$ cat src/rtl/ysyx_23060025_icache_if.sv
// IFU fetch handshake plus AXI4 read-address/read-data channels of the instruction cache.
// slave: the cache's view. master: the IFU/memory side that issues fetches and returns beats.
interface ysyx_23060025_icache_if #(
  parameter int unsigned ADDR_WIDTH = 32,
  parameter int unsigned DATA_WIDTH = 32
);
  logic                  in_psel;
  logic [ADDR_WIDTH-1:0] in_paddr;
  logic                  in_pready;
  logic [DATA_WIDTH-1:0] in_prdata;
  logic [ADDR_WIDTH-1:0] araddr;
  logic                  arvalid;
  logic                  arready;
  logic [7:0]            arlen;
  logic [2:0]            arsize;
  logic [1:0]            arburst;
  logic [DATA_WIDTH-1:0] rdata;
  logic [1:0]            rresp;
  logic                  rvalid;
  logic                  rready;
  logic                  rlast;

  modport slave (
    input  in_psel, in_paddr, arready, rdata, rresp, rvalid, rlast,
    output in_pready, in_prdata, araddr, arvalid, arlen, arsize, arburst, rready
  );

  modport master (
    output in_psel, in_paddr, arready, rdata, rresp, rvalid, rlast,
    input  in_pready, in_prdata, araddr, arvalid, arlen, arsize, arburst, rready
  );
endinterface

$ cat src/rtl/ysyx_23060025_icache.sv
// Direct-mapped read-only instruction cache between the IFU and an AXI4 read port.
// Misses refill a whole line with one INCR burst; fencei_i invalidates every line.
// Optional hit/miss counters are built when ICACHE_PERF_CNT_EN is defined.
module ysyx_23060025_icache #(
  parameter int unsigned ADDR_WIDTH   = 32,
  parameter int unsigned DATA_WIDTH   = 32,
  parameter int unsigned OFFSET_WIDTH = 4,
  parameter int unsigned INDEX_WIDTH  = 4
) (
  input  logic                         clock,
  input  logic                         reset,
  ysyx_23060025_icache_if.slave        bus,
  input  logic                         fencei_i,
  output logic [31:0]                  perf_hit_cnt,
  output logic [31:0]                  perf_miss_cnt
);
  localparam int unsigned TagWidth = ADDR_WIDTH - INDEX_WIDTH - OFFSET_WIDTH;
  localparam int unsigned WordBits = OFFSET_WIDTH - 2;
  localparam int unsigned Words    = 2 ** WordBits;
  localparam int unsigned Lines    = 2 ** INDEX_WIDTH;

  typedef enum logic [2:0] {StIdle, StLookup, StAr, StR, StResp} state_e;

  state_e                  state_q, state_d;
  logic [ADDR_WIDTH-1:2]   req_addr_q;
  logic [Lines-1:0]        valid_q;
  logic [TagWidth-1:0]     tag_q  [Lines];
  logic [DATA_WIDTH-1:0]   data_q [Lines][Words];
  logic [WordBits-1:0]     beat_q;
  logic                    err_q;
  logic                    fence_pend_q;
  logic [DATA_WIDTH-1:0]   resp_word_q;

  logic [INDEX_WIDTH-1:0]  idx;
  logic [TagWidth-1:0]     tag;
  logic [WordBits-1:0]     word;
  logic                    hit, r_beat, r_last, accept, inval;
  logic                    unused_paddr;

  assign unused_paddr = ^bus.in_paddr[1:0];

  assign idx    = req_addr_q[OFFSET_WIDTH+INDEX_WIDTH-1:OFFSET_WIDTH];
  assign tag    = req_addr_q[ADDR_WIDTH-1:OFFSET_WIDTH+INDEX_WIDTH];
  assign word   = req_addr_q[OFFSET_WIDTH-1:2];
  assign hit    = valid_q[idx] && (tag_q[idx] == tag);
  assign r_beat = (state_q == StR) && bus.rvalid;
  assign r_last = r_beat && bus.rlast;
  // A pending fence takes the first idle cycle; a waiting request is accepted on the next one.
  assign inval  = (state_q == StIdle) && (fencei_i || fence_pend_q);
  assign accept = (state_q == StIdle) && bus.in_psel && !fence_pend_q;

  assign bus.arlen   = 8'(Words - 1);
  assign bus.arsize  = 3'b010;
  assign bus.arburst = 2'b01;

  // Next-state and handshake outputs.
  always_comb begin
    state_d       = state_q;
    bus.in_pready = 1'b0;
    bus.in_prdata = '0;
    bus.arvalid   = 1'b0;
    bus.araddr    = '0;
    bus.rready    = 1'b0;
    case (state_q)
      StIdle: if (accept) state_d = StLookup;
      StLookup: begin
        if (hit) begin
          bus.in_pready = 1'b1;
          bus.in_prdata = data_q[idx][word];
          state_d       = StIdle;
        end else begin
          state_d = StAr;
        end
      end
      StAr: begin
        bus.arvalid = 1'b1;
        bus.araddr  = {req_addr_q[ADDR_WIDTH-1:OFFSET_WIDTH], {OFFSET_WIDTH{1'b0}}};
        if (bus.arready) state_d = StR;
      end
      StR: begin
        bus.rready = 1'b1;
        if (bus.rvalid && bus.rlast) state_d = StResp;
      end
      StResp: begin
        bus.in_pready = 1'b1;
        bus.in_prdata = resp_word_q;
        state_d       = StIdle;
      end
      default: state_d = StIdle;
    endcase
  end

  // Control state: FSM, request latch, valid bits, burst bookkeeping, fence tracking.
  always_ff @(posedge clock or negedge reset) begin
    if (!reset) begin
      state_q      <= StIdle;
      req_addr_q   <= '0;
      valid_q      <= '0;
      beat_q       <= '0;
      err_q        <= 1'b0;
      fence_pend_q <= 1'b0;
      resp_word_q  <= '0;
    end else begin
      state_q <= state_d;
      if (accept) req_addr_q <= bus.in_paddr[ADDR_WIDTH-1:2];
      if (inval) begin
        valid_q <= '0;
      end else if (r_last) begin
        // A line with any error beat is returned once but never kept.
        valid_q[idx] <= !(err_q || (bus.rresp != 2'b00));
      end
      if (inval) begin
        fence_pend_q <= 1'b0;
      end else if (fencei_i) begin
        fence_pend_q <= 1'b1;
      end
      if (state_q == StAr) begin
        beat_q <= '0;
        err_q  <= 1'b0;
      end else if (r_beat) begin
        beat_q <= beat_q + 1'b1;
        err_q  <= err_q | (bus.rresp != 2'b00);
        if (beat_q == word) resp_word_q <= bus.rdata;
      end
    end
  end

  // Line storage; contents only matter once the valid bit is set, so no reset.
  always_ff @(posedge clock) begin
    if (r_beat) data_q[idx][beat_q] <= bus.rdata;
    if (r_last) tag_q[idx] <= tag;
  end

`ifdef ICACHE_PERF_CNT_EN
  logic [31:0] hit_cnt_q, miss_cnt_q;

  // Count every lookup outcome.
  always_ff @(posedge clock or negedge reset) begin
    if (!reset) begin
      hit_cnt_q  <= '0;
      miss_cnt_q <= '0;
    end else if (state_q == StLookup) begin
      if (hit) hit_cnt_q <= hit_cnt_q + 32'd1;
      else     miss_cnt_q <= miss_cnt_q + 32'd1;
    end
  end

  assign perf_hit_cnt  = hit_cnt_q;
  assign perf_miss_cnt = miss_cnt_q;
`else
  assign perf_hit_cnt  = '0;
  assign perf_miss_cnt = '0;
`endif
endmodule

$ cat src/flat_wrapper.sv
// flat-port wrapper written by rule: the top's interface ports become plain ports
module ysyx_23060025_icache_flat 
#(
  parameter int unsigned ADDR_WIDTH   = 32,
  parameter int unsigned DATA_WIDTH   = 32,
  parameter int unsigned OFFSET_WIDTH = 4,
  parameter int unsigned INDEX_WIDTH  = 4
)
  (clock, reset, fencei_i, perf_hit_cnt, perf_miss_cnt, bus_in_psel, bus_in_paddr, bus_arready, bus_rdata, bus_rresp, bus_rvalid, bus_rlast, bus_in_pready, bus_in_prdata, bus_araddr, bus_arvalid, bus_arlen, bus_arsize, bus_arburst, bus_rready);
  ysyx_23060025_icache_if #(.ADDR_WIDTH(ADDR_WIDTH), .DATA_WIDTH(DATA_WIDTH)) bus_i ();
  input  logic clock;
  input  logic reset;
  input  logic fencei_i;
  output logic [31:0] perf_hit_cnt;
  output logic [31:0] perf_miss_cnt;
  input wire logic [$bits(bus_i.in_psel)-1:0] bus_in_psel;
  input wire logic [$bits(bus_i.in_paddr)-1:0] bus_in_paddr;
  input wire logic [$bits(bus_i.arready)-1:0] bus_arready;
  input wire logic [$bits(bus_i.rdata)-1:0] bus_rdata;
  input wire logic [$bits(bus_i.rresp)-1:0] bus_rresp;
  input wire logic [$bits(bus_i.rvalid)-1:0] bus_rvalid;
  input wire logic [$bits(bus_i.rlast)-1:0] bus_rlast;
  output wire logic [$bits(bus_i.in_pready)-1:0] bus_in_pready;
  output wire logic [$bits(bus_i.in_prdata)-1:0] bus_in_prdata;
  output wire logic [$bits(bus_i.araddr)-1:0] bus_araddr;
  output wire logic [$bits(bus_i.arvalid)-1:0] bus_arvalid;
  output wire logic [$bits(bus_i.arlen)-1:0] bus_arlen;
  output wire logic [$bits(bus_i.arsize)-1:0] bus_arsize;
  output wire logic [$bits(bus_i.arburst)-1:0] bus_arburst;
  output wire logic [$bits(bus_i.rready)-1:0] bus_rready;
  assign bus_i.in_psel = bus_in_psel;
  assign bus_i.in_paddr = bus_in_paddr;
  assign bus_i.arready = bus_arready;
  assign bus_i.rdata = bus_rdata;
  assign bus_i.rresp = bus_rresp;
  assign bus_i.rvalid = bus_rvalid;
  assign bus_i.rlast = bus_rlast;
  assign bus_in_pready = bus_i.in_pready;
  assign bus_in_prdata = bus_i.in_prdata;
  assign bus_araddr = bus_i.araddr;
  assign bus_arvalid = bus_i.arvalid;
  assign bus_arlen = bus_i.arlen;
  assign bus_arsize = bus_i.arsize;
  assign bus_arburst = bus_i.arburst;
  assign bus_rready = bus_i.rready;
  ysyx_23060025_icache #(.ADDR_WIDTH(ADDR_WIDTH), .DATA_WIDTH(DATA_WIDTH), .OFFSET_WIDTH(OFFSET_WIDTH), .INDEX_WIDTH(INDEX_WIDTH)) u_core (.clock(clock), .reset(reset), .bus(bus_i), .fencei_i(fencei_i), .perf_hit_cnt(perf_hit_cnt), .perf_miss_cnt(perf_miss_cnt));
endmodule
$ cat config.mk
export PLATFORM = sky130hd
export DESIGN_NAME = ysyx_23060025_icache_flat
export DESIGN_NICKNAME = d
export VERILOG_FILES = /design/src/rtl/ysyx_23060025_icache_if.sv /design/src/rtl/ysyx_23060025_icache.sv /design/src/flat_wrapper.sv
export SDC_FILE = /design/constraint.sdc
export NUM_CORES = 2
export LEC_CHECK = 0
export BUFFER_PORTS_ARGS = -buffer_cell sky130_fd_sc_hd__buf_2
export CAP_MARGIN = 25
export CORE_MARGIN = 5
export CORE_UTILIZATION = 35
export CTS_CLUSTER_DIAMETER = 30
export DETAILED_ROUTE_END_ITERATION = 6
export PLACE_DENSITY = 0.61
export SYNTH_ARGS = -nofsm -noshare
export SYNTH_HDL_FRONTEND = slang
export SYNTH_SLANG_ARGS = --single-unit
export TNS_END_PERCENT = 10
$ cat constraint.sdc
create_clock -name clock -period 6.6 [get_ports clock]
set_input_delay 0.33 -clock clock [delete_from_list [all_inputs] [get_ports clock]]
set_output_delay 0.33 -clock clock [all_outputs]
set_load 0.05 [all_outputs]
======== Word-level counts from Yosys, hierarchy flattened ========
Memories as Yosys holds them, arrays and structs flattened.
Index checks and enable logic that the tools add are counted.
storage, ports and cells
  flip-flop bits (word level) ............. 85
  input bits .............................. 73
  memories kept ........................... 2
  memory bits (writable) .................. 2432
cells by class
  bitwise operators ....................... 4
  $lt $le $gt $ge ......................... 5
  eq/ne operators ......................... 9
  multiplexer cells ....................... 34
  add/subtract/negate cells ............... 1
  reductions and logical operators ........ 20
memories
  name           words  bits a word  read ports  clocked after Yosys merged registers in  write ports  RTL line                    RTL
  u_core.data_q  16     128          1           0                                        1            ysyx_23060025_icache.sv:28  logic [DATA_WIDTH-1:0] data_q [Lines][Words];
  u_core.tag_q   16     24           1           0                                        1            ysyx_23060025_icache.sv:27  logic [TagWidth-1:0] tag_q [Lines];
operator list
  kind                                                                                 count
  32-bit two-way mux                                                                   5
  128-bit two-way mux                                                                  1
  32-bit binary-select mux with 2-bit select                                           1
  32-bit demux with 2-bit select                                                       1
  32-bit case mux with 2 select lines                                                  1
  16-bit two-way mux                                                                   2
  24-bit equality test                                                                 1
  16-bit bitwise mux                                                                   1
  1-bit two-way mux                                                                    12
  3-bit case mux with 4 select lines                                                   1
  1-bit logical AND                                                                    9
  3-bit two-way mux                                                                    3
  2-bit nonzero test                                                                   4
  3-bit by 2-bit equality test with 1-bit output, second input constant                2
  3-bit greater-or-equal comparator, second input constant                             2
  2-bit two-way mux                                                                    3
  2-bit NOT with 3-bit output                                                          2
  3-bit AND reduction                                                                  2
  4-bit by 5-bit < comparator with 1-bit output, second input constant                 1
  1-bit binary-select mux with 4-bit select                                            1
  1-bit demux with 4-bit select                                                        1
  4-bit by 1-bit greater-or-equal comparator with 1-bit output, second input constant  1
  2-bit inequality test, second input constant                                         2
  3-bit by 1-bit equality test with 1-bit output, second input constant                1
  other kinds (11)                                                                     13

======== Longest topological paths before layout ========
  depth in word-level cells ............... 7
  mapped depth ............................ 13
  gate-level depth less buffers ........... 7

======== Worst setup path after synthesis ========
No wires, ideal clock.
  path type ............................... flip-flop to flip-flop
  from .................................... reg u_core.state_q[1]
  to ...................................... mem u_core.data_q[10][100] in the netlist's numbering, enable pin
  period minus slack after synthesis ...... 3963 ps
  slack ................................... 2637 ps
  arrival ................................. 3542 ps
  library setup time ...................... 421 ps
  data required time ...................... 6179 ps
  stages on the path, launching flop included .. 9
  cells stage by stage .................... dfrtp_1 clkbuf_1 nand2_1 nor2_1 and2_1 clkbuf_1 nand2_1 clkbuf_1 nor2_1
between the ends
  word-level cells in the longest chain between the ends .. 4
RTL lines
  item                                            RTL line                     RTL
  start, declared                                 ysyx_23060025_icache.sv:24   state_e state_q, state_d;
  start signal, assigned                          ysyx_23060025_icache.sv:96   state_q <= StIdle;
  start signal, assigned                          ysyx_23060025_icache.sv:104  state_q <= state_d;
  3-bit by 2-bit equality test with 1-bit output  ysyx_23060025_icache.sv:46   assign r_beat = (state_q == StR) && bus.rvalid;
  1-bit logical AND                               ysyx_23060025_icache.sv:46
  1-bit two-way mux                               ysyx_23060025_icache.sv:130  if (r_beat) data_q[idx][beat_q] <= bus.rdata;
  128-bit two-way mux (implied by the code)       ysyx_23060025_icache.sv:130
  end, declared                                   ysyx_23060025_icache.sv:28
Every way passes these cells.

======== Final worst setup path ========
  from .................................... reg u_core.req_addr_q[5] in the netlist's numbering
  to ...................................... out bus_in_prdata[5]
between the ends
  word-level cells in the longest chain between the ends .. 6
RTL lines
  item                                                   RTL line                     RTL
  start, declared                                        ysyx_23060025_icache.sv:25   logic [ADDR_WIDTH-1:2] req_addr_q;
  start signal, assigned                                 ysyx_23060025_icache.sv:105  if (accept) req_addr_q <= bus.in_paddr[ADDR_WIDTH-1:2];
  memory read 16 x 128 bit                               n/a
  32-bit binary-select mux with 2-bit select             ysyx_23060025_icache.sv:69   bus.in_prdata = data_q[idx][word];
  32-bit two-way mux (implied by the code) (2 in a row)  ysyx_23060025_icache.sv:69
  32-bit two-way mux *                                   ysyx_23060025_icache.sv:67   if (hit) begin
  32-bit case mux with 2 select lines *                  ysyx_23060025_icache.sv:64   case (state_q)
  end, declared                                          flat_wrapper.sv:24           output wire logic [$bits(bus_i.in_prdata)-1:0] bus_in_prdata;
Every way passes the cells marked *; elsewhere a longest branch is shown, timed or not. The select of a mux whose other input is x is not followed.

==> flow_metrics.env <==
export IMPL_tns_ns=0
export IMPL_wl_met1_um=104000
export IMPL_combinationalPowerShare_pct=24.2
export IMPL_synthFlopType="edfxtp_1"
export IMPL_start_util_pct=35.1
export IMPL_area_growth_pct=21.8
export IMPL_top_layer_used="met5"
export IMPL_p_int_mw=37.9
export IMPL_arrival_ns=5.64
export IMPL_post_place_ws_ns=1.52
export IMPL_routed_via_density=5.40
export IMPL_die_x_um=539
export IMPL_synth_edf_count=2432
export IMPL_synth_cells=4626
export IMPL_fin_crit_sh_pct=90.5
export IMPL_total_power_mw=54.2
export IMPL_critPathLaunchType="flip-flop"
export IMPL_met3_length_um=20600
export IMPL_max_clock_path_buffers=4
export IMPL_synthArstFlopShare_pct=3.38
export IMPL_power_density_nw_per_um2=455
export IMPL_cts_tree="built"
export IMPL_p_clk_share_pct=40.7
export IMPL_synth_area_leader_cell="edfxtp_1"
export IMPL_finalHoldViolCount=0
export IMPL_syn_cell_area_um2=98000
export IMPL_grt_use_total_pct=17.3
export IMPL_setup_ws_ns=0.629
export IMPL_vias=49887
export IMPL_slew_headroom_pct=25.2
export IMPL_first_global_vias=50810
export IMPL_worst_pin_slew_ns=1.11
export IMPL_drt_iter0_drc=5848
export IMPL_holdCritPathClass="input port to flip-flop"
export IMPL_globalplace_congestion=0.800
export IMPL_die_y_um=539
export IMPL_rows=194
export IMPL_sequentialPowerShare_pct=35.1
export IMPL_final_layout_size_suffix_gt1_share_pct=33.1
export IMPL_grt_max_degree=116
export IMPL_numClockSinks=2517
export IMPL_portBuffers=133
export IMPL_dp_final_hpwl_um=145000
export IMPL_rsz0062_at_grt="no"
export IMPL_grt_overflow_total=0
export IMPL_synth_seq_cells=2517
export IMPL_ir_drop_uv=297
export IMPL_avgSynthCellArea_um2=21.2
export IMPL_crit_chain="buf_4, mux4_2, mux2i_1, xor2_1, nand2_1, o22ai_1, nand4_4, o31ai_1, buf_2"
export IMPL_finalCoreUtilization_pct=42.7
export IMPL_core_area_um2=279000
export IMPL_finClkSkew_ns=0.0720
export IMPL_fmax_mhz=167
export IMPL_layout_commonest_cell="edfxtp_1"
export IMPL_fin_nets=5243
export IMPL_synth_cell_type_count=62
export IMPL_p_sw_mw=16.4
export IMPL_final_cell_mix="edfxtp_1 (2432), mux4_2 (574), clkbuf_16 (414), a22oi_1 (285), buf_4 (198)"
export IMPL_clk_latency_ns=0.90
export IMPL_yosys_warnings=0
export IMPL_cts_htree_levels=5
export IMPL_wl_um=258000
export IMPL_final_area_um2=119000
export IMPL_setup_worst_path_class="flip-flop to output pin"
export IMPL_finalMaxSlewViolations=0
export IMPL_p_leak_nw=38.5
export IMPL_synth_seq_area_share_pct=76.7
export IMPL_met2WireLength_um=126000
export IMPL_dp_cells=8432
export IMPL_synth_area_leaders="edfxtp_1 (75%), mux4_2 (13%), a22oi_1 (2.2%), dfrtp_1 (2.2%), mux2i_1 (0.98%)"
export IMPL_die_area_um2=291000
export IMPL_end_kind="output pin"
export IMPL_fin_crit_ns=5.97
export IMPL_swShare_pct=30.2
export IMPL_drv_cap=0
export IMPL_cp_max_fo=32
export IMPL_wl_per_cell_um=27.9
export IMPL_status="finished clean"
export IMPL_numCtsBuffers=412
export IMPL_antenna_found_initial=13
export IMPL_finalNonFillerCells=9242
export IMPL_post_route_drc_count=0
export IMPL_cts_root_buffer_cell="clkbuf_16"
export IMPL_slowest_stage="o31ai_1"
export IMPL_grt_first_pass_wirelength_um=369000
export IMPL_placedInstanceArea_um2=104000
export IMPL_critPathMaxStageDelay_ns=0.93
export IMPL_crit_required_ns=6.27
export IMPL_whs_ns=0.0977
export IMPL_path_clk_slew_ns=0.05
export IMPL_finalSetupViolCount=0
export IMPL_synth_top_area_share_pct=74.5
export IMPL_antenna_left=0
export IMPL_firstDrtPassIters=5
export IMPL_ios=217
[worst paths after layout]
kind                                         from                     end  slack, ns  cells after the start
max                          u_core.req_addr_q[5]        bus_in_prdata[5]       0.63                      9
min                                 bus_rdata[18]   u_core.data_q[15][18]        0.1                      2
max reg2reg                  u_core.req_addr_q[6]   u_core.data_q[10][31]       1.73                      6
min reg2reg                u_core.resp_word_q[28]  u_core.resp_word_q[28]       0.51                      1
max in group asynchronous                   reset    u_core.req_addr_q[3]       5.39                      5
min in group asynchronous                   reset   u_core.req_addr_q[31]       0.57                      4
[power groups by stage]
stage / logic [mW] / clock network (mW) / registers (mW)
after floorplan: 8.81 / 0 / 18.9
after global placement: 13.1 / 0 / 19.3
after detailed placement: 13.2 / 0 / 19.4
after CTS: 13.2 / 22.3 / 19.0
after global routing: 13.9 / 23.1 / 19.1
final: 13.1 / 22.1 / 19.1
[cell type report]
class	count	area [um^2]
clock inverter	300	3810
antenna	4	10.0
timing repair buffer	402	3250
fill	23858	160000
tap	3724	4660
clock buffer	462	10600
sequential	2517	75200
multi-input combinational	1819	21800
inverter	14	52.6
[layer usage]
layer | GRT usage [%] | vias up
met3 | 3.35 | 426
li1 | - | 20506
met2 | 28.4 | 2347
met1 | 23.4 | 26606
met5 | 0 | -
met4 | 5.67 | 2
[cell usage after synthesis, drive strengths merged (3+ instances only)]
library cell / number
edfxtp: 2432
mux4: 574
a22oi: 286
buf: 258
a21oi: 162
nand2: 158
nor2: 109
clkbuf: 97
mux2i: 96
dfrtp: 85
mux2: 77
nand3: 41
o31ai: 36
a211oi: 35
and3: 25
o21ai: 23
nor3: 14
inv: 13
xor2: 13
xnor2: 12
o22ai: 11
nor2b: 8
nand2b: 6
a221oi: 5
and2: 5
ha: 4
nand4: 4
a2111oi: 3
a21o: 3
a31oi: 3
[registers in the layout (all words and copies together) (netlist names)]
signal / flops
u_core.resp_word_q: 32
u_core.err_q: 1
u_core.beat_q: 2
u_core.state_q: 3
u_core.req_addr_q: 30
u_core.valid_q: 16
u_core.fence_pend_q: 1
u_core.data_q: 2048
u_core.tag_q: 384
[kinds of logic after synthesis]
group / count (synthesis) / synth area share, %
DFF: 2517 / 76.7
muxes: 747 / 15.1
AOI/OAI and AO/OA: 583 / 4.18
and+or+nand+nor: 379 / 1.69
buffers and inverters: 369 / 2.10
xor gates and xnor gates: 25 / 0.223
adders and majority gates: 4 / 0.0511
other: 2 / 0.00766
[critical path, delay by kind of cell (launching register included)]
kind,cells,cell delay (ns)
compound gates,2,1.33
flops,1,0.71
mux,2,0.77
simple gates,2,0.76
buf+inv,2,0.96
xor+xnor,1,0.23
[repair_timing]
action / CTS / global route
setup endpoints to repair: 0 / 0
gates resized for setup: 0 / 0
setup buffers: 0 / 0
endpoints found under the hold margin: 79 / 0
hold buffers: 40 / 0
(Power assumes the default switching activity.)
